<file path="src/rtl/pipe_ctrl_pkg.sv">
// rtl/pipe_ctrl_pkg.sv - shared types and widths for the pipeline hazard/stall controller
package pipe_ctrl_pkg;

  localparam int REG_ADDR_W  = 4;
  localparam int STALL_CNT_W = 16;

  // RUN: normal issue; MEM_WAIT: pipeline frozen behind an outstanding data access
  typedef enum logic {
    RUN      = 1'b0,
    MEM_WAIT = 1'b1
  } state_t;

endpackage

</file>
<file path="src/rtl/pipe_ctrl_hazard_detect.sv">
// rtl/pipe_ctrl_hazard_detect.sv - source/destination hazard compare; rule selected by PIPE_CTRL_FORWARDING_EN
module hazard_detect
  import pipe_ctrl_pkg::*;
(
  input  logic [REG_ADDR_W-1:0] id_src1,
  input  logic [REG_ADDR_W-1:0] id_src2,
  input  logic                  id_use_src1,
  input  logic                  id_use_src2,
  input  logic [REG_ADDR_W-1:0] ex_dest,
  input  logic                  ex_wb_en,
  input  logic                  ex_mem_r_en,
  input  logic [REG_ADDR_W-1:0] mem_dest,
  input  logic                  mem_wb_en,
  output logic                  hazard
);

  logic ex_match1;
  logic ex_match2;
  logic hz1;
  logic hz2;

  assign ex_match1 = ex_wb_en && (ex_dest == id_src1);
  assign ex_match2 = ex_wb_en && (ex_dest == id_src2);

`ifdef PIPE_CTRL_FORWARDING_EN
  // Forwarding covers everything except a load result still in EX.
  logic unused_mem_fwd;
  assign unused_mem_fwd = ^{mem_dest, mem_wb_en};

  assign hz1 = id_use_src1 && ex_match1 && ex_mem_r_en;
  assign hz2 = id_use_src2 && ex_match2 && ex_mem_r_en;
`else
  // No bypass paths: any in-flight writer of a source register blocks issue.
  logic mem_match1;
  logic mem_match2;
  logic unused_load_flag;
  assign unused_load_flag = ex_mem_r_en;

  assign mem_match1 = mem_wb_en && (mem_dest == id_src1);
  assign mem_match2 = mem_wb_en && (mem_dest == id_src2);

  assign hz1 = id_use_src1 && (ex_match1 || mem_match1);
  assign hz2 = id_use_src2 && (ex_match2 || mem_match2);
`endif

  assign hazard = hz1 || hz2;

endmodule

</file>
<file path="src/rtl/pipe_ctrl.sv">
// rtl/pipe_ctrl.sv - pipeline stall/flush controller with memory-wait FSM; optional PIPE_CTRL_FORWARDING_EN
module pipe_ctrl
  import pipe_ctrl_pkg::*;
(
  input  logic                   clk,
  input  logic                   rst,
  input  logic [REG_ADDR_W-1:0]  id_src1,
  input  logic [REG_ADDR_W-1:0]  id_src2,
  input  logic                   id_use_src1,
  input  logic                   id_use_src2,
  input  logic [REG_ADDR_W-1:0]  ex_dest,
  input  logic                   ex_wb_en,
  input  logic                   ex_mem_r_en,
  input  logic [REG_ADDR_W-1:0]  mem_dest,
  input  logic                   mem_wb_en,
  input  logic                   branch_taken,
  input  logic                   mem_req,
  input  logic                   mem_ready,
  output logic                   pc_en,
  output logic                   if_id_en,
  output logic                   id_ex_en,
  output logic                   ex_mem_en,
  output logic                   mem_wb_en_o,
  output logic                   if_id_flush,
  output logic                   id_ex_flush,
  output logic [STALL_CNT_W-1:0] stall_cycles
);

  state_t state;
  logic   hazard;
  logic   freeze;

  hazard_detect u_hazard_detect (
    .id_src1     (id_src1),
    .id_src2     (id_src2),
    .id_use_src1 (id_use_src1),
    .id_use_src2 (id_use_src2),
    .ex_dest     (ex_dest),
    .ex_wb_en    (ex_wb_en),
    .ex_mem_r_en (ex_mem_r_en),
    .mem_dest    (mem_dest),
    .mem_wb_en   (mem_wb_en),
    .hazard      (hazard)
  );

  assign freeze = ((state == RUN) && mem_req && !mem_ready) ||
                  ((state == MEM_WAIT) && !mem_ready);

  // Track whether a data access is still outstanding; leave the wait the cycle it completes.
  always_ff @(posedge clk or negedge rst) begin
    if (!rst) begin
      state <= RUN;
    end else begin
      case (state)
        RUN:      if (freeze) state <= MEM_WAIT;
        MEM_WAIT: if (mem_ready) state <= RUN;
        default:  state <= RUN;
      endcase
    end
  end

  // Zero-latency enable/flush decode: reset, then freeze, then branch, then hazard.
  always_comb begin
    pc_en       = 1'b1;
    if_id_en    = 1'b1;
    id_ex_en    = 1'b1;
    ex_mem_en   = 1'b1;
    mem_wb_en_o = 1'b1;
    if_id_flush = 1'b0;
    id_ex_flush = 1'b0;
    if (!rst || freeze) begin
      pc_en       = 1'b0;
      if_id_en    = 1'b0;
      id_ex_en    = 1'b0;
      ex_mem_en   = 1'b0;
      mem_wb_en_o = 1'b0;
    end else if (branch_taken) begin
      if_id_flush = 1'b1;
      id_ex_flush = 1'b1;
    end else if (hazard) begin
      pc_en       = 1'b0;
      if_id_en    = 1'b0;
      id_ex_flush = 1'b1;
    end
  end

  // Count cycles the PC is held, saturating so long runs never alias to small values.
  always_ff @(posedge clk or negedge rst) begin
    if (!rst) begin
      stall_cycles <= '0;
    end else if (!pc_en && (stall_cycles != {STALL_CNT_W{1'b1}})) begin
      stall_cycles <= stall_cycles + 1'b1;
    end
  end

endmodule
</file>
<file path="config.mk">
export PLATFORM = sky130hd
export DESIGN_NAME = pipe_ctrl
export DESIGN_NICKNAME = d
export VERILOG_FILES = /design/src/rtl/pipe_ctrl_pkg.sv /design/src/rtl/pipe_ctrl_hazard_detect.sv /design/src/rtl/pipe_ctrl.sv
export SDC_FILE = /design/constraint.sdc
export NUM_CORES = 1
export LEC_CHECK = 0
export BUFFER_PORTS_ARGS = -buffer_cell sky130_fd_sc_hd__buf_2
export CORE_MARGIN = 4
export CORE_UTILIZATION = 31
export DETAILED_ROUTE_END_ITERATION = 6
export PLACE_DENSITY = 0.67
export SYNTH_ARGS = -nofsm -noshare
export SYNTH_HDL_FRONTEND = slang
export SYNTH_HIERARCHICAL = 1
export SYNTH_SLANG_ARGS = --single-unit
export TNS_END_PERCENT = 100
</file>
<file path="constraint.sdc">
create_clock -name clk -period 2.24 [get_ports clk]
set_clock_uncertainty 0.2 [all_clocks]
set_input_delay 0.336 -clock clk [delete_from_list [all_inputs] [get_ports clk]]
set_output_delay 0.336 -clock clk [all_outputs]
set_load 0.1 [all_outputs]
</file>
==> run metrics, run 1 <==
Clk pwr share=9.9%; Final setup viols=0; Peak VDD IR=0.364 mV; Post-Route WL=approximately 2700 µm; fin crit period=2.20 ns; port bufs=47; residual DRC count=0; sw frac=59.3%; global-route wire length before repair=between 4000 and 5000 µm; Fin. Hold Viols=0; Syn Area/Cell=10.6 µm²; Max clock buf depth=2; DP HPWL=2250 µm; share of the synthesized area in the top cell type=37.8%; Die Span Y=68.3 µm; post-layout util=44.8%; Vias=between 1000 and 1500; largest net degree at the start of global routing=17; EDFF count, synth=0; Post-synth top cells=dfrtp_1, xor2_1, xnor2_1, nand4_1, nand3_1; clock slew at reported path FFs=0.09 ns; chip width=68.3 µm; GPL Wtd Cong=approximately 0.81; Netlist Area Pre-Place=0.00113 mm²; core area=0.00342 mm²; Least-Margin Pin Slew=between 0.4 and 0.5 ns; Comb power frac=59.0%; WL per Instance=13.2 µm; register area=445 µm²; Seq/Total Area, Yosys=37.8%; prevailing post-synth register cell=dfrtp_1; pwr/cell area=1090 mW/mm²; DIE AREA=between 0.004 and 0.005 mm²; worst skew pair latency=between 0.2 and 0.3 ns; CP Capture Type=output port; Cells after DPL=between 150 and 200; via/cell ratio=5.00; total congestion overflow=0; Leak Pwr=0.702 nW; syn nets=133; antenna-violating nets left=0; # IOs=49; non-filler cells, final=204; initial antenna violation count=0; final slew viol count=0; Initial DRC Count=between 80 and 90; vias in the first global route=1118; H-tree levels=1; CTS tree=built; CTS Root Cell=clkbuf_4; pre-CTS setup slack=-0.101 ns; Sw Pwr=0.992 mW; HP Class=primary input to register; multi-input logic area=just under 700 µm²; Setup crit start kind=primary input; status=finished, final reports clean; post-synth cell types=32; NumNets Final=186; final period utilization=98.3%; clock buffer count from CTS=3; max frequency=454 MHz; Yosys warnings=6; Antenna Cells=0; GRT Util Overall=between 10% and 20%; Worst Path Max Fanout=7; Arrival @ worst endpoint=1.67 ns; DRT Pass-1 Iters=4; dominant cells by area after synthesis=dfrtp_1, xor2_1, xnor2_1; Clock Sinks=17; post-synth top area cell=dfrtp_1; Rel. slew slack=67.4%; maxcap violations=0; Yosys reg bits=17; # rows=21; P_int=0.680 mW; WS Path Type=primary input to output port; WP data required=1.70 ns; Async S/R FF share, synth=100%; Fill cells=330; Cells after Synth=106; Final WS setup=approximately 0.037 ns; Seq pwr share=31.0%; layout cell share with drive strength beyond 1=52.5%; RSZ-0062 raised after global routing=true; synthesis-to-finish area growth=35.9%; initial core utilization=33.0%
[layout by cell type, fill, tap and decap left out, types with 2 or more instances in the layout]
| master | n |
|---|---|
| and3_1 | 3 |
| buf_2 | 44 |
| nand4_1 | 10 |
| nor3_1 | 5 |
| xor2_1 | 17 |
| clkbuf_4 | 3 |
| dfrtp_2 | 16 |
| buf_4 | 3 |
| nand3_1 | 8 |
| nand4_2 | 2 |
| nand2_1 | 2 |
| xnor2_1 | 14 |
| buf_12 | 3 |
| o211ai_1 | 2 |
[power groups by stage]
stage          combinational (mW)  clock (mW)  sequential, mW
6_report                    0.987       0.166           0.519
2_1_floorplan               0.264           0            1.05
5_1_grt                      1.03       0.183           0.537
3_3_place_gp                0.975           0           0.518
3_5_place_dp                0.988           0           0.525
4_1_cts                     0.992       0.173           0.519
[area by class of cell]
| type | instances | area share (%) |
|---|---|---|
| Clock buffer | 4 | 1.72 |
| Inverter | 2 | 0.654 |
| Sequential cell | 17 | 29.1 |
| Multi-Input combinational cell | 84 | 44.3 |
| Tap cell | 46 | 3.76 |
| Timing Repair Buffer | 51 | 20.4 |
[routing by layer]
layer	up-vias	GRT usage [%]	share of wire [%]
met3	3	2.13	7.3
li1	488	-	-
met5	-	0	0
met2	46	25.3	55
met4	0	5.21	0.93
met1	484	13.2	37
[registers in the layout, summed over array words and instances (netlist names)]
| signal | flops |
|---|---|
| state | 1 |
| stall_cycles | 16 |
[repair_timing]
item / CTS / global route
setup endpoints to repair: 0 / 5
setup buffers: 0 / 0
hold endpoints to repair: 17 / 0
gates resized for setup: 0 / 1
hold buffers: 1 / 0
[cells by family (layout without fill, tap and decap cells)]
logic type / count (synthesis) / in the layout / synth area share [%]
muxes: 1 / 1 / 1.33
and+or+nand+nor: 44 / 44 / 27.0
AOI/OAI and AO/OA: 7 / 7 / 6.00
adders and majority gates: 1 / 1 / 1.11
DFF: 17 / 17 / 37.8
buffers and inverters: 5 / 57 / 2.67
xor gates and xnor gates: 31 / 31 / 24.1
[stage by stage]
stage | power, mW | TNS, ns | area (µm²) | hold WS, ns
final | 1.67 | 0 | 1530 | 0.105
after global routing | 1.75 | -0.0654 | 1530 | 0.111
after CTS | 1.68 | 0 | 1530 | 0.0964
after detailed placement | 1.51 | -0.393 | 1490 | -0.0326
after global placement | 1.49 | -0.00720 | 1490 | -0.0386
after floorplan | 1.31 | 0 | 1150 | -0.160
[path summary, 6_finish.rpt]
path | startpoint | endpoint | slack [ns] | depth (start not counted)
max in group asynchronous | rst | stall_cycles[4] | 1.20 | 3
min in group asynchronous | rst | state | 0.19 | 2
worst max register to register | stall_cycles[0] | stall_cycles[1] | 0.29 | 5
worst max-delay path | rst | id_ex_en | 0.04 | 4
worst min-delay path | mem_req | state | 0.10 | 3
worst min register to register | stall_cycles[5] | stall_cycles[5] | 0.31 | 1
[critical path: stages]
cell           delay [ns]
dlygate4sd3_1        0.52
buf_2                0.19
and2_2               0.20
buf_2                0.43
No activity file was read; power rests on OpenSTA's default activity.
==> inputs of run 2 (changes only) <==
- clock period: 2.24 -> 2.5 ns (I/O delays scaled with it)
==> run metrics, run 2 (synthesized netlist as in run 1, its figures left out) <==
status=finished, final reports clean; R2R Setup Slk=0.53 ns (+0.24 ns); NumNets Final=184 (-1.1%); CP Capture Type=output port; Least-Margin Pin Slew=0.496 ns (+0.00414 ns); DRT Pass-1 Iters=4 (unchanged); WS Path Type=primary input to output port; via/cell ratio=4.90 (-2.1%); WP data required=1.92 ns (+0.22 ns); Fin. Hold Viols=0 (unchanged); GPL Wtd Cong=0.853 (+5.5%); chip width=68.3 µm (unchanged); max frequency=around 440 MHz; HP Class=primary input to register; Final setup viols=0 (unchanged); core area=0.00342 mm² (unchanged); H-tree levels=1 (unchanged); DP HPWL=2190 µm (-2.7%); synthesis-to-finish area growth=32.4%; final period utilization=approximately 92%; clock buffer count from CTS=3 (unchanged); commonest cells after routing, fill and taps aside=buf_2, xor2_1, dfrtp_1, xnor2_1, nand4_1; CTS resizes=0 (unchanged); global-route wire length before repair=4350 µm (-6.1%); Arrival @ worst endpoint=1.71 ns (+0.04 ns); Most flops, register=stall_cycles; Clock Sinks=17 (unchanged); Initial DRC Count=31 (-64%); antenna-violating nets left=0 (unchanged); Final Cell Area=0.00149 mm² (-2.5%); pre-CTS setup slack=0.124 ns (+0.225 ns); pwr/cell area=991 mW/mm² (-9.2%); Worst Path Max Fanout=7 (unchanged); residual DRC count=0 (unchanged); largest net degree at the start of global routing=17 (unchanged); Cells after DPL=197 (-1.0%); commonest non-fill, non-tap cell in the layout=buf_2; postcts setup bufs=0 (unchanged); DIE AREA=0.00466 mm² (unchanged); max reg flops=16 (unchanged); non-filler cells, final=202 (-0.98%); Max clock buf depth=2 (unchanged); clock slew at reported path FFs=0.10 ns (about the same); power consumption=1.48 mW (-12%); maxcap violations=0 (unchanged); Peak VDD IR=0.268 mV (-26%); Die Span Y=68.3 µm (unchanged); total congestion overflow=0 (unchanged); CTS Root Cell=clkbuf_4; fin crit period=2.29 ns; WL per Instance=13.1 µm (-1.4%); GRT Util Overall=12.1% (-0.76 points); RSZ-0062 raised after global routing=false; Vias=990 (-3.0%); initial core utilization=33.0% (unchanged); vias in the first global route=1048 (-6.3%); port bufs=47 (unchanged); Rel. slew slack=67.1% (-0.27 points); initial antenna violation count=0 (unchanged); CTS tree=built; Fill cells=336 (+1.8%); biggest regs=stall_cycles x16, state x1; # IOs=49 (unchanged); CTS Hold Bufs=1 (unchanged); Antenna Cells=0 (unchanged); # rows=21 (unchanged); Leak Pwr=0.713 nW (+1.6%); layout cell share with drive strength beyond 1=42.9% (-9.6 points); Setup crit start kind=primary input; Final WS setup=0.212 ns (+0.175 ns); setup TNS=0 ns (unchanged); worst skew pair latency=0.29 ns (about the same); Post-Route WL=2640 µm (-2.4%); Cell Area, Placed=0.00145 mm² (-2.4%); final slew viol count=0 (unchanged)
[run 2: changes by cell type in the layout (fill, tap and decap cells not counted)]
cell and delta:
buf_4 -2, clkbuf_1 -1, clkinv_2 +1, dfrtp_1 +14
dfrtp_2 -14, inv_2 +1, inv_4 -1, nand3_1 +1
nand3_2 -1
[run 2: layout make-up]
cell class / instances / area, µm² / area share, %
inverter: 2 / 7.51 / 0.503
sequential: 17 / 428 / 28.7
clock inverter: 1 / 5.00 / 0.336
multi-input combinational: 84 / 673 / 45.1
clock buffer: 3 / 22.5 / 1.51
timing repair buffer: 49 / 298 / 20.0
tap: 46 / 57.6 / 3.86
[run 2: per-stage QoR]
step / utilization [%] / hold slack (ns)
global placement: 42.6 / -0.00742
detailed placement: 42.6 / -0.00718
finish: 43.7 / 0.143
floorplan: - / -0.121
global route: 43.7 / 0.165
CTS: 43.7 / 0.149
[run 2: routing by layer]
layer / track usage, % / share of wire, % / vias up
met4: 3.72 / 0 / 0
met5: 0 / 0 / -
met3: 1.64 / 7.8 / 0
li1: - / - / 485
met1: 12.8 / 38 / 467
met2: 24.2 / 54 / 38
[run 2: power breakdown]
| group | total [mW] | leakage, nW | internal [mW] | switching, mW |
|---|---|---|---|---|
| combinational | 0.875 | 0.478 | 0.185 | 0.690 |
| clock | 0.146 | 0.0177 | 0.0594 | 0.0865 |
| sequential | 0.457 | 0.217 | 0.347 | 0.110 |
| total | 1.48 | 0.713 | 0.591 | 0.887 |
[run 2: critical path, stage by stage]
cell and delay [ns]:
buf_2 0.12, xor2_1 0.16, nor3_1 0.20, nand4_1 0.13, nand4_1 0.13, nand2b_1 0.11
nand3_1 0.18, inv_2 0.13, buf_12 0.19
[run 2: path summary, 6_finish.rpt]
path | cells past startpoint | end | start
max | 9 | pc_en | mem_dest[1]
min in group asynchronous | 2 | state | rst
min reg2reg | 1 | stall_cycles[0] | stall_cycles[0]
min | 3 | state | mem_req
max in group asynchronous | 3 | stall_cycles[0] | rst
max reg2reg | 5 | stall_cycles[1] | stall_cycles[0]
==> inputs of run 3 (changes only) <==
==> constraint.sdc (replaced) <==
create_clock -name clk -period 2.5 [get_ports clk]
set_clock_uncertainty 0.2 [all_clocks]
set_input_delay 0.25 -clock clk [delete_from_list [all_inputs] [get_ports clk]]
set_output_delay 0.25 -clock clk [all_outputs]
set_load 0.1 [all_outputs]
==> run metrics, run 3 (synthesized netlist as in run 1, its figures left out) <==
status=finished, final reports clean; R2R Setup Slk=0.56 ns (+0.03 ns); hold depth=3 (unchanged); Least-Margin Pin Slew=0.494 ns (-0.00196 ns); Die Span Y=68.3 µm (unchanged); Post-Route WL=2580 µm (-2.0%); crit path buf inv count=3 (unchanged); largest net degree at the start of global routing=23 (+6); chip width=68.3 µm (unchanged); r2r worst-path depth=5 (unchanged); antenna-violating nets left=0 (unchanged); M2 GR Usage=23.0% (-1.2 points); residual DRC count=0 (unchanged); Fin. Hold Viols=0 (unchanged); initial antenna violation count=0 (unchanged); Largest stage delay, worst path=0.52 ns (+0.32 ns); final slew viol count=0 (unchanged); Initial DRC Count=28 (-9.7%); commonest non-fill, non-tap cell in the layout=buf_2; worst skew pair latency=0.30 ns (about the same); Antenna Cells=0 (unchanged); Critical Path, Cell by Cell=dlygate4sd3_1, clkbuf_4, and2_1, o21a_2, buf_2; clock slew at reported path FFs=0.10 ns (about the same); RR Endpoint=stall_cycles[1]; max frequency=430 MHz (-1.5%); global-route wire length before repair=4350 µm (unchanged); non-filler cells, final=201 (-0.50%); Max clock buf depth=2 (unchanged); NumNets Final=183 (-0.54%); # IOs=49 (unchanged); crit path to=id_ex_flush; via/cell ratio=4.95 (+0.90%); CTS Root Cell=clkbuf_4; WL per Instance=12.9 µm (-1.6%); Crit-path slowest cell=dlygate4sd3_1; core area=0.00342 mm² (unchanged); Most flops, register=stall_cycles; max reg flops=16 (unchanged); Rel. slew slack=67.3% (+0.13 points); vias in the first global route=992 (-5.3%); biggest regs=stall_cycles x16, state x1; synthesis-to-finish area growth=30.6%; Setup crit start kind=primary input; Global Route met1 Usage=13.3% (+0.51 points); Cells after DPL=196 (-0.51%); total congestion overflow=0 (unchanged); DP HPWL=2180 µm (-0.54%); DRT Pass-1 Iters=4 (unchanged); CP delay by family, top=buffers and inverters; Crit. path cell count=5 (-4); GPL Wtd Cong=0.836 (-2.0%); H-tree levels=1 (unchanged); Worst Path Max Fanout=22 (+15); GRT met3 Usage=2.30% (+0.66 points); pre-CTS setup slack=0.259 ns (+0.135 ns); CTS tree=built; Vias=994 (+0.40%); HP Class=primary input to register; busiest grt layer=met2; CP startpoint=rst; final period utilization=92.9% (+1.4 points); # rows=21 (unchanged); initial core utilization=33.0% (unchanged); WS Path Type=primary input to output port; Arrival @ worst endpoint=1.87 ns (+0.16 ns); commonest cells after routing, fill and taps aside=buf_2, xor2_1, dfrtp_1, xnor2_1, nand4_1; clock buffer count from CTS=3 (unchanged); post-layout util=43.0% (-0.62 points); GRT Util Overall=12.4% (+0.28 points); Final setup viols=0 (unchanged); layout cell share with drive strength beyond 1=41.9% (-1.0 points); Leak Pwr=0.704 nW (-1.2%); DIE AREA=0.00466 mm² (unchanged); WP data required=2.05 ns (+0.13 ns); Peak VDD IR=0.366 mV (+37%); port bufs=47 (unchanged); CP Capture Type=output port; Reg-to-Reg Start=stall_cycles[0]; Clock Sinks=17 (unchanged); RSZ-0062 raised after global routing=false; fin crit period=2.32 ns (+0.0354 ns); maxcap violations=0 (unchanged); Final WS setup=0.176 ns (-0.0354 ns); setup TNS=0 ns (unchanged); pwr/cell area=1010 mW/mm² (+1.5%)
[run 3: per-stage QoR]
step                hold slack, ns  instance area [µm²]  power (mW)
global placement            0.0204                 1430        1.32
CTS                        0.00193                 1470        1.50
detailed placement          0.0311                 1430        1.34
global route                0.0167                 1470        1.55
finish                     0.00631                 1470        1.48
floorplan                   -0.246                 1130        1.16
[run 3: metal layers]
metal	share of wire, %	wire length, µm	vias to the layer above
li1	-	-	483
met1	38	979	469
met2	52	1340	37
met3	7.8	201	5
met4	2.2	58	0
met5	0	0	-
[run 3: worst min path at each step]
stage                       start               to  slack (ns)
after floorplan               rst  stall_cycles[0]       -0.25
after global placement        rst  stall_cycles[5]        0.02
after detailed placement      rst  stall_cycles[5]        0.03
after CTS                 mem_req            state       0.002
after global routing      mem_req            state        0.02
final                     mem_req            state       0.006
[run 3: area by class of cell]
cell class / instances / area [µm²]
timing repair buffer: 48 / 278
clock buffer: 3 / 22.5
tap: 46 / 57.6
inverter: 2 / 7.51
sequential: 17 / 428
fill: 353 / 1950
multi-input combinational: 84 / 672
clock inverter: 1 / 5.00
[run 3: power breakdown]
part           internal, mW  leakage (nW)  switching, mW
logic                 0.181         0.469          0.690
registers             0.347         0.217          0.110
clock network        0.0597        0.0177         0.0911
total                 0.588         0.704          0.891
[run 3: what timing repair did]
item | 4_1_cts | 5_1_grt
gates resized for setup | 0 | 1
endpoints found under the hold margin | 17 | 0
hold buffers | 1 | 0
endpoints found under the setup margin | 0 | 1
buffers inserted | 0 | 0
[run 3: worst min-delay path, cell delays in order]
cell and delay [ns]:
buf_2 0.10, o21bai_4 0.08, inv_1 0.05
